## src/rtl/single_port_ram.sv

```systemverilog
// Single-port synchronous RAM: read-first, registered dout, 1-cycle read latency.
// No backpressure: always ready, one read (plus optional write) per clock edge.
module single_port_ram #(
    parameter int DATA_WIDTH = 8,
    parameter int ADDR_WIDTH = 8,
    parameter int DEPTH      = 2**ADDR_WIDTH
) (
    input  logic                  clk,
    input  logic                  rst_n,
    input  logic                  we,
    input  logic [ADDR_WIDTH-1:0] addr,
    input  logic [DATA_WIDTH-1:0] din,
    output logic [DATA_WIDTH-1:0] dout
);

    logic [DATA_WIDTH-1:0] mem [DEPTH];

    // Array has no reset; writes are blocked while rst_n is low.
    always_ff @(posedge clk) begin
        if (rst_n && we) begin
            mem[addr] <= din;
        end
    end

    always_ff @(posedge clk or negedge rst_n) begin
        if (!rst_n) begin
            dout <= '0;
        end else begin
            dout <= mem[addr];
        end
    end

endmodule

```

## config.mk

```make
export PLATFORM = sky130hd
export DESIGN_NAME = single_port_ram
export DESIGN_NICKNAME = d
export VERILOG_FILES = /design/src/rtl/single_port_ram.sv
export SDC_FILE = /design/constraint.sdc
export NUM_CORES = 2
export LEC_CHECK = 0
export CAP_MARGIN = 20
export CORE_UTILIZATION = 55
export CTS_BUF_LIST = sky130_fd_sc_hd__clkbuf_4
export CTS_CLUSTER_DIAMETER = 40
export DETAILED_ROUTE_END_ITERATION = 8
export MAX_ROUTING_LAYER = met4
export PLACE_DENSITY_LB_ADDON = 0.15
export SLEW_MARGIN = 20
export SYNTH_ARGS = -nofsm -noshare
export SYNTH_HDL_FRONTEND = slang
export SYNTH_SLANG_ARGS = --single-unit
```

## constraint.sdc

```tcl
create_clock -name clk -period 2.15 [get_ports clk]
set_clock_uncertainty 0.15 [all_clocks]
set_input_delay 0.3225 -clock clk [delete_from_list [all_inputs] [get_ports clk]]
set_output_delay 0.3225 -clock clk [all_outputs]
set_load 0.005 [all_outputs]
```

# ---- Word level (Yosys, flattened, before mapping)
# Memory sizes are Yosys's and may differ from the RTL's. A register that Yosys moved wholly into a read port is not among the register bits.
# Index checks and enable logic that the tools add are counted.
dict set report word_totals {
  reg_bits 0
  ram_bits 2048
  inputBits 19
  output_inout_bits 8
  wordCells 5
  mem_count 1
}
dict set report op_classes {
  n_mux 2
  reduce_logical 2
}
# memory depth width read_ports rd_ports_with_merged_regs wr line_no
set memory_table {}
lappend memory_table {mem 256 8 1 1 1 16} ;# logic [DATA_WIDTH-1:0] mem [DEPTH];
# op n
set ops {}
lappend ops {{2-to-1 mux 1 bit} 2}
lappend ops {{logical AND 1 bit} 1}
lappend ops {{logical NOT 1 bit} 1}

# ---- Logic depth before layout (Yosys ltp)
dict set report depth {
  word_depth 3
  mapped_depth 9
}

# ---- Least setup slack after synthesis
# OpenSTA, ideal clock, no wires.
dict set report synth_timing {
  path_type {in2reg}
  from {in addr[0]}
  to {mem mem[117][0] (enable)}
  setup_time_ns 0.370
  t_arrival_ns 2.248
  slack_ns -0.618
  stages 8
  cell_sequence {buf_2 > buf_6 > buf_2 > buf_2 > nor3b_1 > nand2_1 > clkbuf_1 > nor2_1}
}
# item line_no
set synth_lines {}
lappend synth_lines {{from (decl)} 11} ;# input logic [ADDR_WIDTH-1:0] addr,
lappend synth_lines {{to (decl)} 16}
# No word-level cell before the write port.

# ---- Worst setup path in the final report
dict set report layout_timing {
  from {reg dout[4] (read register of mem)}
  to {out dout[4]}
}
# item line_no
set layout_lines {}
lappend layout_lines {{from (decl)} 13} ;# output logic [DATA_WIDTH-1:0] dout
# No word-level cell between the ends.

==> metrics.csv <==
stage,metric,value,unit
outcome,outcome,"complete, but fails checks",
outcome,violations in the final reports,setup timing,
flow_run,maxcap violations,0,
global_routing,total congestion overflow,0,
global_routing,first-pass GRT wire length,286,mm
setup_path,WP buf/inv,1,
timing,Final Hold Vio Count,0,
yosys,mux contribution to synthesized area,14.7,%
timing,Hold WS,0.0769,ns
die,Initial Utilization,55.4,%
routing,Wirelength per Cell,29.4,microns
finish,fraction of layout cells with a size suffix above 1,47.8,%
clocking,TritonCTS clock tree,done,
global_routing,Tot GR Track Use,28.9,%
yosys,synthesized instance count,3525,
timing,Setup Viol. Count Final,16,
yosys,main combinational cell family by area after synthesis,multiplexers,
setup_path,CP max stage cell,dfrtp_2,
place,Placed Instance Area,0.0880,sq mm
power_and_ir_drop,P per Cell Area,844,mW/mm^2
timing,RSZ-0062 raised after global routing,true,
yosys,synth warn,0,
yosys,syn nets,3544,
setup_path,CP endpoint kind,output port,
die,Die Area,0.144,sq mm
clocking,clock slew at reported path FFs,0.07,ns
yosys,post-synthesis sequential area ratio,78.8,%
finish,Storage cell area,0.0617,sq mm
die,Rows,138,
die,Die Width,379,microns
timing,min cycle time layout,2.40,ns
timing,Final Max Slew Viols,0,
global_routing,vias in the first global route,43200,
setup_path,worst r2r src,mem[11][3],
place,post-DP HPWL,126,mm
clocking,CTS Sinks,2056,
finish,Layout area overhead,21.9,%
finish,Layout Cells excl Fill,6691,
min_path,hold path start,addr[0],
setup_path,"slowest stage delay, CP",0.49,ns
finish,fin util,67.5,%
routing,DRT Wirelength,197,mm
yosys,post-synthesis adder-cell area fraction,0,%
timing,Max-slew headroom,34.7,%
power_and_ir_drop,Leakage,30.7,nW
yosys,synth unique cells,22,
yosys,xor/xnor share of the synthesized area,0,%
yosys,Yosys reg bits,2056,
clocking,Setup Buffers After CTS,0,
setup_path,Critical path origin,dout[4],
global_routing,initial antenna violation count,5,
yosys,mapped cell area,0.0783,sq mm
yosys,post-synthesis simple-gate area fraction,1.60,%
setup_path,data required time of the critical path,1.68,ns
setup_path,cell family with most CP delay,flip-flops,
setup_path,"critical path fanouts, max",1,
timing,final setup margin,-0.245,ns
power_and_ir_drop,Max VDD drop,0.457,mV
clocking,clk_lat worst skew,1.32,ns
min_path,Worst Hold Class,primary input to flip-flop,
die,Die Y,379,microns
finish,# nets final,4485,
routing,Vias,41300,
finish,combined area of the multi-input logic cells,0.0181,sq mm
routing,Pre-antenna DRT Iters,8,
yosys,complex-gate fraction of the synthesized area,3.63,%
finish,fin area,0.0955,sq mm
clocking,Clock Path Buffers,4,
die,Top Ports,27,
timing,fmax,417,MHz
clocking,H-tree levels,6,
timing,worst slew pin tran,0.976,ns
routing,Final ANT Viol Nets,0,
place,GPL Wtd Cong,0.897,
place,cell count after placement,5804,
routing,1st-iter DRT viols,4130,
setup_path,CP arrival,1.92,ns
timing,period utilization,111,%
setup_path,CP cell instances,buf_6,
routing,vias per cell,6.17,
die,Core Area,0.141,sq mm
routing,Residual DRC,0,
clocking,total CTS buffers,540,
global_routing,maximum number of pins on one net before global-route repair,86,
setup_path,CP Class,flip-flop to output port,
place,IO Port Bufs,26,
finish,Fillers,8905,
clocking,clock root buffer,clkbuf_4,
yosys,Mean Syn Cell Area,22.2,sq um
setup_path,Worst setup SP type,flip-flop,
[synth_stat cells]
| master | number | area share, % |
|---|---|---|
| nand4_1 | 8 | 0.064 |
| nor2b_1 | 6 | 0.048 |
| buf_2 | 41 | 0.26 |
| nor2_1 | 259 | 1.2 |
| nand2b_1 | 2 | 0.016 |
| dfrtp_1 | 8 | 0.26 |
| nor3_1 | 1 | 0.0064 |
| nand2_1 | 30 | 0.14 |
| or2_2 | 1 | 0.0080 |
| mux4_2 | 512 | 15 |
| buf_1 | 20 | 0.096 |
| clkbuf_1 | 144 | 0.69 |
| buf_6 | 9 | 0.13 |
| a21oi_1 | 128 | 0.82 |
| nand3_1 | 4 | 0.026 |
| a22oi_1 | 256 | 2.5 |
| nor3b_1 | 2 | 0.019 |
| and2_1 | 2 | 0.016 |
| o41ai_1 | 32 | 0.36 |
| buf_4 | 11 | 0.11 |
| edfxtp_1 | 2048 | 79 |
| and4_1 | 1 | 0.011 |
[what timing repair did]
action                                 4_1_cts  5_1_grt
hold buffers                                27        0
endpoints found under the hold margin     2065        0
resized for setup                          159       61
cloned                                       0        1
setup endpoints to repair                   16       98
pin swaps                                   54       49
[routing by layer]
layer,vias to the layer above,global-route usage [%],part of all wire (%)
met1,21500,37.7,38
met3,358,7.53,9.8
met4,0,11.4,3.4
li1,17300,-,-
met5,-,-,0
met2,2152,43.9,49
[sequential cells by signal, indices dropped and copies added, names as in the netlist]
name  count
dout      8
mem    2048
[report_power, final]
part	leakage (nW)	switching, mW	internal (mW)
registers	18.5	0.0558	44.1
logic	8.37	2.74	2.00
clock network	3.81	15.0	16.7
[cells by family (layout without fill, tap and decap cells)]
kind of cell | count (synthesis) | in the layout
mux | 512 | 512
compound gates | 416 | 416
other cells | 0 | 6
simple gates | 316 | 316
buf+inv | 225 | 1495
flops | 2056 | 2056
[per-stage QoR]
stage	setup TNS [ns]	worst slack (ns)	power (mW)
3_3_place_gp	-1226.93	-1.58	49.4
3_5_place_dp	-1285.22	-1.59	49.5
5_1_grt	-3.88	-0.335	83.3
2_1_floorplan	-130.61	-0.129	47.1
6_report	-2.75	-0.245	80.6
4_1_cts	-4.30	-0.361	81.1
[placed cells by master, fill, tap and decap left out, drive strengths merged, types with 8 or more instances in the layout]
cell | netlist | final
buf | 81 | 586
dfrtp | 8 | 8
clkdlybuf4s50 | 0 | 8
clkbuf | 144 | 766
nor2 | 259 | 259
a21oi | 128 | 128
nand2 | 30 | 30
dlygate4sd3 | 0 | 21
edfxtp | 2048 | 2048
o41ai | 32 | 32
clkinv | 0 | 93
a22oi | 256 | 256
mux4 | 512 | 512
nand4 | 8 | 8
inv | 0 | 16
[worst paths after layout]
kind | endpoint | slack (ns) | cells past startpoint
max | dout[4] | -0.25 | 1
max in group asynchronous | dout[6] | 0.43 | 5
min reg2reg | dout[3] | 0.80 | 5
min in group asynchronous | dout[5] | 0.79 | 5
min | dout[0] | 0.08 | 7
max reg2reg | dout[3] | -0.21 | 6
[area by class of cell]
type	instances	area share (%)
antenna	6	0.0157
clock buffer	757	5.95
clock inverter	114	0.608
multi-input combinational	1244	18.9
sequential	2056	64.6
tap	1890	2.48
timing repair buffer	624	7.37
Power figures use the tool's default switching activity.
